`config.mk`:
```
export PLATFORM = sky130hd
export DESIGN_NAME = onp_eval
export DESIGN_NICKNAME = d
export VERILOG_FILES = /design/src/rtl/onp_eval.sv
export SDC_FILE = /design/constraint.sdc
export NUM_CORES = 1
export LEC_CHECK = 0
export ABC_AREA = 1
export CAP_MARGIN = 20
export CELL_PAD_IN_SITES_DETAIL_PLACEMENT = 1
export CELL_PAD_IN_SITES_GLOBAL_PLACEMENT = 1
export CORE_UTILIZATION = 35
export CTS_CLUSTER_SIZE = 28
export DETAILED_ROUTE_END_ITERATION = 6
export PLACE_DENSITY_LB_ADDON = 0.25
export SYNTH_ARGS = -nofsm -noshare
export SYNTH_HDL_FRONTEND = slang
export SYNTH_SLANG_ARGS = --single-unit
```
`constraint.sdc`:
```
create_clock -name clk -period 10.85 [get_ports clk]
set_input_delay 2.17 -clock clk [delete_from_list [all_inputs] [get_ports clk]]
set_output_delay 2.17 -clock clk [all_outputs]
set_load 0.02 [all_outputs]
```
`src/rtl/onp_eval.sv`:
```
// Reverse-Polish expression evaluator: pops 4-bit ONP tokens, evaluates them on a signed value stack
// and holds one result per '=' under a valid/ack handshake. Define ONP_EVAL_SAT_EN for saturating arithmetic.
module onp_eval #(
   parameter int WIDTH = 16,
   parameter int DEPTH = 16
) (
   input  logic             clk,
   input  logic             rst_n,
   input  logic             tok_valid,
   input  logic [3:0]       tok_data,
   output logic             tok_rd,
   output logic             res_valid,
   output logic [WIDTH-1:0] res_data,
   output logic [2:0]       res_err,
   input  logic             res_ack,
   output logic             busy
);

   localparam int DW = $clog2(DEPTH + 1);
   localparam int AW = $clog2(DEPTH);
   localparam logic [3:0] TOK_ADD = 4'hA;
   localparam logic [3:0] TOK_SUB = 4'hB;
   localparam logic [3:0] TOK_MUL = 4'hC;
   localparam logic [3:0] TOK_EQ  = 4'hD;

   typedef enum logic {IDLE, EXEC} state_t;

   state_t                  state;
   logic [3:0]              tok;
   logic [DW-1:0]           depth;
   logic [2:0]              err;
   logic [WIDTH-1:0]        stk [DEPTH];

   logic [AW-1:0]           push_idx, top_idx, nxt_idx;
   logic signed [WIDTH-1:0] a, b;
   logic [WIDTH-1:0]        op_res;
   logic [2:0]              fin_err;
   logic                    is_digit, is_op, full, enough;
   logic                    stk_we;
   logic [AW-1:0]           stk_wa;
   logic [WIDTH-1:0]        stk_wd;

`ifdef ONP_EVAL_SAT_EN
   localparam logic signed [2*WIDTH-1:0] SMAX = (2*WIDTH)'({1'b0, {(WIDTH-1){1'b1}}});
   localparam logic signed [2*WIDTH-1:0] SMIN = ~SMAX;
`endif

   // Results are computed at double width so saturation can judge the exact value.
   function automatic logic [WIDTH-1:0] fit(input logic signed [2*WIDTH-1:0] v);
`ifdef ONP_EVAL_SAT_EN
      if (v > SMAX) return SMAX[WIDTH-1:0];
      if (v < SMIN) return SMIN[WIDTH-1:0];
`endif
      return v[WIDTH-1:0];
   endfunction

   assign push_idx = depth[AW-1:0];
   assign top_idx  = push_idx - AW'(1);
   assign nxt_idx  = push_idx - AW'(2);
   assign a        = stk[nxt_idx];
   assign b        = stk[top_idx];
   assign is_digit = (tok <= 4'd9);
   assign is_op    = (tok == TOK_ADD) || (tok == TOK_SUB) || (tok == TOK_MUL);
   assign full     = (depth == DW'(DEPTH));
   assign enough   = (depth >= DW'(2));
   assign fin_err  = err | (((err == 3'b000) && (depth != DW'(1))) ? 3'b100 : 3'b000);
   assign busy     = (state != IDLE) || (depth != '0);

   // NOTE: every signal driven in always_comb gets a default first so no latch is inferred.
   always_comb begin
      op_res = '0;
      case (tok)
         TOK_ADD: op_res = fit((2*WIDTH)'(a) + (2*WIDTH)'(b));
         TOK_SUB: op_res = fit((2*WIDTH)'(a) - (2*WIDTH)'(b));
         default: op_res = fit((2*WIDTH)'(a) * (2*WIDTH)'(b));
      endcase
   end

   // Once an error is latched the stack is frozen until the terminating '='.
   always_comb begin
      stk_we = 1'b0;
      stk_wa = push_idx;
      stk_wd = WIDTH'(tok);
      if (state == EXEC && err == 3'b000) begin
         if (is_digit && !full) begin
            stk_we = 1'b1;
         end else if (is_op && enough) begin
            stk_we = 1'b1;
            stk_wa = nxt_idx;
            stk_wd = op_res;
         end
      end
   end

   // NOTE: the stack array has no reset; depth alone defines which entries are live.
   always_ff @(posedge clk) begin
      if (stk_we) stk[stk_wa] <= stk_wd;
   end

   always_ff @(posedge clk or negedge rst_n) begin
      if (!rst_n) begin
         state     <= IDLE;
         tok       <= '0;
         tok_rd    <= 1'b0;
         res_valid <= 1'b0;
         res_data  <= '0;
         res_err   <= '0;
         depth     <= '0;
         err       <= '0;
      end else begin
         if (res_ack && res_valid) res_valid <= 1'b0;
         case (state)
            IDLE: begin
               if (tok_valid && !res_valid) begin
                  tok    <= tok_data;
                  tok_rd <= 1'b1;
                  state  <= EXEC;
               end
            end
            EXEC: begin
               tok_rd <= 1'b0;
               state  <= IDLE;
               if (tok == TOK_EQ) begin
                  res_valid <= 1'b1;
                  res_err   <= fin_err;
                  res_data  <= (fin_err == 3'b000) ? b : '0;
                  depth     <= '0;
                  err       <= '0;
               end else if (err == 3'b000) begin
                  if (is_digit) begin
                     if (full) err[1] <= 1'b1;
                     else      depth  <= depth + DW'(1);
                  end else if (is_op) begin
                     if (!enough) err[0] <= 1'b1;
                     else         depth  <= depth - DW'(1);
                  end else begin
                     err[2] <= 1'b1;
                  end
               end
            end
            default: state <= IDLE;
         endcase
      end
   end

endmodule

```
==> run summary, run 1 <==
* finished clean — run status
* 2,598 — post-layout net count
* 5.95% — layout cell share with drive strength beyond 1
* 35.5% — Starting Density
* register — CP Capture Type
* reg2reg — path category of the worst min-delay check
* 48,200 µm — half-perimeter wire length after placement
* clkbuf_16 — root buffer selected by CTS
* 242 µm — width of the die
* 256 — number of enable-type register cells in the synthesized netlist
* 1,147 — initial detailed-routing violation count
* 2 — total number of H-tree levels
* 0 — buffers inserted during post-CTS setup optimization
* 8.25 µm² — Post-Synthesis Mean Instance Area
* 9.93 ns — Tmin final
* register — Worst Setup Start Kind
* nor2_1 — cell with the largest stage delay on the worst path
* 30 — number of logic stages on the critical path including buffering
* 10.9% — area delta synth->final
* 5.38 — Via-to-Cell Ratio
* 91.5% — part of the cycle the worst path needs
* 0 — antenna diode instance count
* 0 — Max Transition Viols Final
* 0 — hold violation count in the final report
* adder cells — cell family with most CP delay
* 2,611 — synthesized netlist net count
* 0.101 GHz — Peak Freq
* 0 — Post-CTS Hold Fix Bufs
* 0.931 — GP Congestion
* 0.485 ns — worst hold slack across all endpoints
* 30 — FF-to-FF path depth
* 0 — cells resized by post-CTS repair
* 1.02 ns — worst-margin pin slew
* 5 — number of search-and-repair iterations in the first detailed-routing pass
* 2,438 — synthesized instance count
* 0.0179 ns — worst clock skew
* 24.6% — global-route usage over all layers
* 290 — TritonCTS Sinks
* 110,000 µm — first-pass GRT wire length
* 11.7% — proportion of register bits with asynchronous set or reset after synthesis
* 42.4% — sequential fraction of the synthesis area
* 3 — Clock Tree Buf Depth
* 8 — WP buf/inv
* 0 — # DRC
* 56,600 µm² — area of the placeable core
* 0 — antenna violations before repair
* 33 — largest fanout on the critical path
* 29 — # port buffers
* fa_1 — cell seen most often among critical-path stages
* built — TritonCTS clock tree
* 18,100 — vias in the first global route
* 0 — global route total overflow
* false — unrepaired setup endpoints after global routing
* 11.05 ns — CP Data Required Time
* 58,500 µm² — area of the die
* 0 — yosys warns
* 36 — CTS buffer count
* 17,300 — overall via count from detail_route
* 242 µm — Die Ht
* nand2_1 (679), nand3_1 (393), inv_1 (285) — highest-count cells in the layout ignoring fill and taps
* nand2_1 — most common cell after layout, fill and taps aside
* 87 — number of cell rows
* 50 — number of unique standard cell types used by synthesis
* 0.77 ns — peak per-stage delay on the critical path
* 196 — maximum number of pins on one net before global-route repair
* reg2reg — Critical Setup Path Class
* 0 — final number of setup-violating endpoints
* 0 — antenna-violating nets left
* 0.06 ns — clock transition at the registers of the reported paths
* 2 — number of cells on the worst hold path
* 10.14 ns — arrival time of data at the critical path endpoint
* 0 — Max Cap Violations
* 0.56 ns — clock latency reported for the late side of the worst-skew pair
* 30 — I/O pin count
* 32.1% — max_slew headroom
* 22.4 µm — routed wirelength normalized by instance count
* 71,800 µm — DRT Wirelength
* edfxtp_1 — dominant synthesized flop cell
* 20,100 µm² — cell area after synthesis
* 0 ns — total negative setup slack
* 290 — number of storage elements in the synthesis netlist
## cell families after synthesis
kind of cell,count (synthesis),share of synthesized area (%)
adder cells (fa/ha/maj),165,13.2
buffers and inverters,424,8.73
XOR/XNOR,40,1.96
flip-flops,290,42.4
AND/OR/NAND/NOR,1282,26.9
AO/OA/AOI/OAI,237,6.68
## final timing paths
check	from	end	slack (ns)
min in group asynchronous	rst_n	err[2]$_DFFE_PN0P_	1.70
min reg2reg	tok_rd$_DFFE_PN0P_	tok_rd$_DFFE_PN0P_	0.49
max	depth[1]$_DFFE_PN0P_	stk[1][15]$_DFFE_PP_	0.92
min	tok_rd$_DFFE_PN0P_	tok_rd$_DFFE_PN0P_	0.49
max reg2reg	depth[1]$_DFFE_PN0P_	stk[1][15]$_DFFE_PP_	0.92
max in group asynchronous	rst_n	depth[0]$_DFFE_PN0P_	8.56
## tightest hold or removal path, delay by kind of cell (launching register included)
family           cells  cell delay (ns)
DFF                  1             0.34
and+or+nand+nor      2             0.11
## synth_stat cells (4+ instances only)
library cell	instances	area, µm²
o22ai_1	6	37.5
nor3_1	6	30.0
xor2_1	28	245
nand2_1	679	2550
nand2_2	12	75.1
o21ai_1	5	25.0
o21ai_0	107	536
clkinv_1	6	22.5
inv_2	15	56.3
edfxtp_1	256	7690
o21bai_1	5	37.5
fa_1	80	1600
a21oi_1	62	310
buf_1	6	22.5
buf_2	61	305
nor2_1	173	649
nand4_1	4	25.0
a31oi_1	4	25.0
buf_4	19	143
clkbuf_1	29	109
nand3b_1	5	37.5
xnor2_1	9	78.8
ha_1	85	1060
dfrtp_1	34	851
o211ai_1	29	218
inv_1	285	1070
nand3_1	393	1970
## final cells by class
type                    count  area, µm²
inverters                 307       1160
flip-flops and latches    290       8540
fillers                  6811      34300
clock buffers              50        995
clock inverters            15        159
well taps                 756        946
multi-input cells        1724       9920
repair buffers             66        588
## through the flow
stage	instances	worst slack, ns	instance area, µm²	util, %
CTS	3207	0.973	22300	39.4
floorplan	2438	3.25	20100	-
detailed placement	3142	1.03	21200	37.4
global route	3208	0.425	22300	39.4
global placement	3141	1.20	21100	37.4
finish	3208	0.917	22300	39.4
## per-layer routing
| layer | vias up | track usage, % | routed length, µm |
|---|---|---|---|
| li1 | 7971 | - | - |
| met1 | 8719 | 31.7 | 31500 |
| met2 | 447 | 42.5 | 34700 |
| met3 | 119 | 3.14 | 3420 |
| met4 | 0 | 8.02 | 2240 |
| met5 | - | 0 | 0 |
## registers in the layout, indices dropped and copies added (netlist names)
signal,cells
tok_rd,1
state,1
depth,5
res_err,3
err,3
res_data,16
res_valid,1
tok,4
stk,256
Power of run 1 is left out: the tool's default activity adds up to more than one toggle a clock period on the data nets, which glitch-free logic cannot reach.
==> run 2, diff against run 1 <==
==> constraint.sdc (replaced) <==
create_clock -name clk -period 8.45 [get_ports clk]
set_input_delay 1.69 -clock clk [delete_from_list [all_inputs] [get_ports clk]]
set_output_delay 1.69 -clock clk [all_outputs]
set_load 0.02 [all_outputs]
==> run 2 against run 1 <==
Register-to-register slack lost 0.46 ns. Cell count grew 0.47%. Critical path depth grew 1. Global-route usage grew 0.51 points. Clock-buffer cell count shrank 1. Via count grew 0.89%. Highest routed layer unchanged.
==> run summary, run 2 (same netlist as run 1, synthesis figures left out) <==
* 0 — Max Cap Violations
* reg2reg — path category of the worst min-delay check
* 94.5% — part of the cycle the worst path needs
* 22.9 µm — routed wirelength normalized by instance count
* nand2_1 (678), nand3_1 (393), inv_1 (285) — highest-count cells in the layout ignoring fill and taps
* 17,400 — overall via count from detail_route
* 73,900 µm — DRT Wirelength
* 0.56 ns — clock latency reported for the late side of the worst-skew pair
* 0 — global route total overflow
* 0 — Post-CTS Hold Fix Bufs
* 0 — hold violation count in the final report
* 0 — antenna-violating nets left
* dfrtp_4 — cell with the largest stage delay on the worst path
* 2 — total number of H-tree levels
* 242 µm — width of the die
* fa_1 — cell seen most often among critical-path stages
* 242 µm — Die Ht
* 6.57% — layout cell share with drive strength beyond 1
* 111,000 µm — first-pass GRT wire length
* 1.04 ns — worst-margin pin slew
* 30.3% — max_slew headroom
* 37 — CTS buffer count
* 5 — number of search-and-repair iterations in the first detailed-routing pass
* nand2_1 — most common cell after layout, fill and taps aside
* false — unrepaired setup endpoints after global routing
* register — Worst Setup Start Kind
* 0.58 ns — peak per-stage delay on the critical path
* 5.40 — Via-to-Cell Ratio
* 27 — largest fanout on the critical path
* 0.461 ns — minimum setup slack in the final design
* 153 — maximum number of pins on one net before global-route repair
* adder cells — cell family with most CP delay
* 31 — number of logic stages on the critical path including buffering
* 0 — final number of setup-violating endpoints
* 8.37 ns — arrival time of data at the critical path endpoint
* 0 — Max Transition Viols Final
* register — CP Capture Type
* 0.125 GHz — Peak Freq
* 0 — # DRC
* 0.06 ns — clock transition at the registers of the reported paths
* 11.6% — area delta synth->final
* 3,157 — cell total after placement
* 290 — TritonCTS Sinks
* 87 — number of cell rows
* res_err[0]$_DFFE_PN0P_ — startpoint of the lowest-slack hold path
* 35.5% — Starting Density
* 2,614 — post-layout net count
* 2 — number of cells on the worst hold path
* depth[0]$_DFFE_PN0P_ — Worst R2R Start
* 0 — buffers inserted during post-CTS setup optimization
* clkbuf_16 — root buffer selected by CTS
* 58,500 µm² — area of the die
* built — TritonCTS clock tree
* 0.449 ns — setup slack at placement
* depth[0]$_DFFE_PN0P_ — Critical Path Source
* reg2reg — Critical Setup Path Class
* stk — register with the most flip-flops
* finished clean — run status
* 8.83 ns — CP Data Required Time
* 0.0247 ns — worst clock skew
* 256 — flip-flop count of the largest register, all copies and words added
* 1 — antenna violations before repair
* 18,100 — vias in the first global route
* 25.1% — global-route usage over all layers
* 31 — FF-to-FF path depth
* 3,223 — Post-Layout Cell Count
* 0 ns — total negative setup slack
* 1,086 — initial detailed-routing violation count
* 10 — WP buf/inv
* 0 — antenna diode instance count
* 7.99 ns — Tmin final
* 3 — Clock Tree Buf Depth
* 56,600 µm² — area of the placeable core
* 6,715 — # fillers
* 0 — cells resized by post-CTS repair
* 0.921 — GP Congestion
* 29 — # port buffers
* 30 — I/O pin count
* 49,600 µm — half-perimeter wire length after placement
* stk (256), res_data (16), depth (5) — top flop regs
==> run 2: cell types whose count changed in the layout (fill, tap and decap cells not counted), sizes merged <==
| cell | delta |
|---|---|
| bufinv | -1 |
| clkinvlp | -1 |
| buf | +14 |
| clkinv | +2 |
| inv | +1 |
==> run 2: stage by stage <==
stage	hold WS, ns	util (%)	instance area (µm²)
3_3_place_gp	0.463	37.6	21300
3_5_place_dp	0.467	37.6	21300
2_1_floorplan	0.473	-	20100
5_1_grt	0.500	39.7	22400
4_1_cts	0.472	39.6	22400
6_report	0.469	39.7	22400
==> run 2: tightest hold or removal path: stages, from the launching register on <==
cell     delay (ns)
dfrtp_1        0.34
nand2_1        0.05
nand2_1        0.05
==> run 2: worst paths after layout <==
kind                                     endpoint  slack (ns)
max in group asynchronous    depth[0]$_DFFE_PN0P_        6.56
min in group asynchronous    depth[0]$_DFFE_PN0P_        1.26
setup reg to reg            stk[14][15]$_DFFE_PP_        0.46
hold reg to reg            res_err[0]$_DFFE_PN0P_        0.47
setup / recovery            stk[14][15]$_DFFE_PP_        0.46
hold / removal             res_err[0]$_DFFE_PN0P_        0.47
==> run 2: area by class of cell <==
cell class	instances	area (µm²)	area share (%)
Clock buffer	49	981	4.37
Tap cell	756	946	4.21
Multi-Input combinational cell	1724	9930	44.2
Timing Repair Buffer	81	778	3.47
Inverter	307	1160	5.16
Clock inverter	16	108	0.479
Sequential cell	290	8540	38.1
==> run 2: layer usage <==
layer,global-route usage (%),vias to the layer above,wire length [µm],share of wire (%)
li1,-,8013,-,-
met1,31.6,8757,31600,43
met2,43.5,476,35800,48
met3,2.89,164,3330,4.5
met4,10.6,0,3220,4.3
met5,0,-,0,0
Power of run 2 is left out for the same reason.
==> run 3, diff against run 2 <==
--- a/config.mk
+++ b/config.mk
@@ -13,6 +13,7 @@
 export CTS_CLUSTER_SIZE = 28
 export DETAILED_ROUTE_END_ITERATION = 6
 export PLACE_DENSITY_LB_ADDON = 0.25
+export RECOVER_POWER = 50
 export SYNTH_ARGS = -nofsm -noshare
 export SYNTH_HDL_FRONTEND = slang
 export SYNTH_SLANG_ARGS = --single-unit
==> run 3 against run 2 <==
The flow now finishes with violations (capacitance limit, slew limit). Wire length is 0.12% higher. Worst hold slack got worse by 0.0055 ns. Die area unchanged. Design area is 0.46% lower. Critical endpoint unchanged.
==> run summary, run 3 (same netlist as run 1, synthesis figures left out) <==
* finished with violations — run status
* capacitance limit, slew limit — failing checks
* dfrtp_4 — cell with the largest stage delay on the worst path
* 1 — antenna violations before repair
* 25.1% — global-route usage over all layers
* 2,614 — post-layout net count
* 2.97 ns — worst-margin pin slew
* built — TritonCTS clock tree
* 153 — maximum number of pins on one net before global-route repair
* reg2reg — Critical Setup Path Class
* 0.921 — GP Congestion
* fa_1 — cell seen most often among critical-path stages
* 2.89% — Global Route met3 Usage
* 0 — buffers inserted during post-CTS setup optimization
* stk — register with the most flip-flops
* 94.7% — part of the cycle the worst path needs
* 290 — TritonCTS Sinks
* 11.0% — area delta synth->final
* 18,100 — vias in the first global route
* 87 — number of cell rows
* 0.58 ns — peak per-stage delay on the critical path
* 0.56 ns — clock latency reported for the late side of the worst-skew pair
* 0 — antenna-violating nets left
* register — CP Capture Type
* 6,719 — # fillers
* 0.125 GHz — Peak Freq
* -99.0% — max_slew headroom
* 23.0 µm — routed wirelength normalized by instance count
* 37 — CTS buffer count
* 0.0238 ns — worst clock skew
* 43.5% — met2 routing resource usage after global routing
* 17,400 — overall via count from detail_route
* 8.01 ns — Tmin final
* 5.40 — Via-to-Cell Ratio
* 242 µm — width of the die
* 58,500 µm² — area of the die
* 0 ns — total negative setup slack
* 5 — number of search-and-repair iterations in the first detailed-routing pass
* 56,600 µm² — area of the placeable core
* 1,047 — initial detailed-routing violation count
* 49,600 µm — half-perimeter wire length after placement
* 0 — hold violation count in the final report
* reg2reg — path category of the worst min-delay check
* 35.5% — Starting Density
* stk (256), res_data (16), depth (5) — top flop regs
* 3 — Clock Tree Buf Depth
* nand2_1 — most common cell after layout, fill and taps aside
* 0 — Post-CTS Hold Fix Bufs
* 0.449 ns — setup slack at placement
* 8.83 ns — CP Data Required Time
* 27 — largest fanout on the critical path
* 2 — total number of H-tree levels
* 31.6% — met1 track utilization from global routing
* 30 — I/O pin count
* 256 — flip-flop count of the largest register, all copies and words added
* 0 — global route total overflow
* 13 — Max Cap Violations
* 5.76% — layout cell share with drive strength beyond 1
* 111,000 µm — first-pass GRT wire length
* clkbuf_16 — root buffer selected by CTS
* 0 — final number of setup-violating endpoints
* met2 — Most Crowded Layer GR
* false — unrepaired setup endpoints after global routing
* 29 — # port buffers
* 242 µm — Die Ht
* 0.445 ns — minimum setup slack in the final design
* 74,000 µm — DRT Wirelength
* 0 — # DRC
* 0.06 ns — clock transition at the registers of the reported paths
* register — Worst Setup Start Kind
* 8.38 ns — arrival time of data at the critical path endpoint
* 0 — antenna diode instance count
* 238 — Max Transition Viols Final
* nand2_1 (678), nand3_1 (393), inv_1 (285) — highest-count cells in the layout ignoring fill and taps
run 3: worst paths after layout:
path | startpoint | end | slack, ns | cells past startpoint
worst min register to register | res_err[0]$_DFFE_PN0P_ | res_err[0]$_DFFE_PN0P_ | 0.46 | 2
worst max register to register | depth[0]$_DFFE_PN0P_ | stk[14][15]$_DFFE_PP_ | 0.44 | 31
min in group asynchronous | rst_n | depth[0]$_DFFE_PN0P_ | 1.73 | 1
worst min-delay path | res_err[0]$_DFFE_PN0P_ | res_err[0]$_DFFE_PN0P_ | 0.46 | 2
worst max-delay path | depth[0]$_DFFE_PN0P_ | stk[14][15]$_DFFE_PP_ | 0.44 | 31
max in group asynchronous | rst_n | depth[0]$_DFFE_PN0P_ | 5.28 | 1
run 3: layout make-up:
type	instances	area, µm²	area share [%]
inverter	307	1160	5.19
clock buffer	49	981	4.39
multi-input combinational	1724	9860	44.1
clock inverter	16	108	0.482
sequential	290	8540	38.2
timing repair buffer	81	751	3.36
tap	756	946	4.23
run 3: timing repair:
action | CTS | global route
hold endpoints to repair | 0 | 0
endpoints found under the setup margin | 0 | 64
resized for setup | 0 | 7
run 3: critical path, delay by kind of cell (launching register included):
family          cells  cell delay (ns)
simple gates       12             1.32
compound gates      1             0.58
buf+inv            10             1.71
flops               1             0.58
fa+ha+maj           8             3.58
run 3: metal layers:
metal	vias to the layer above	wire [µm]
met5	-	0
met2	483	35800
met3	158	3570
met1	8759	31400
li1	8005	-
met4	0	3250
run 3: through the flow:
stage | cells | utilization, % | hold slack [ns] | cell area [µm²]
floorplan | 2438 | - | 0.473 | 20100
global placement | 3156 | 37.6 | 0.463 | 21300
detailed placement | 3157 | 37.6 | 0.467 | 21300
CTS | 3222 | 39.6 | 0.472 | 22400
global route | 3223 | 39.5 | 0.495 | 22300
finish | 3223 | 39.5 | 0.464 | 22300
Power of run 3 is left out for the same reason.
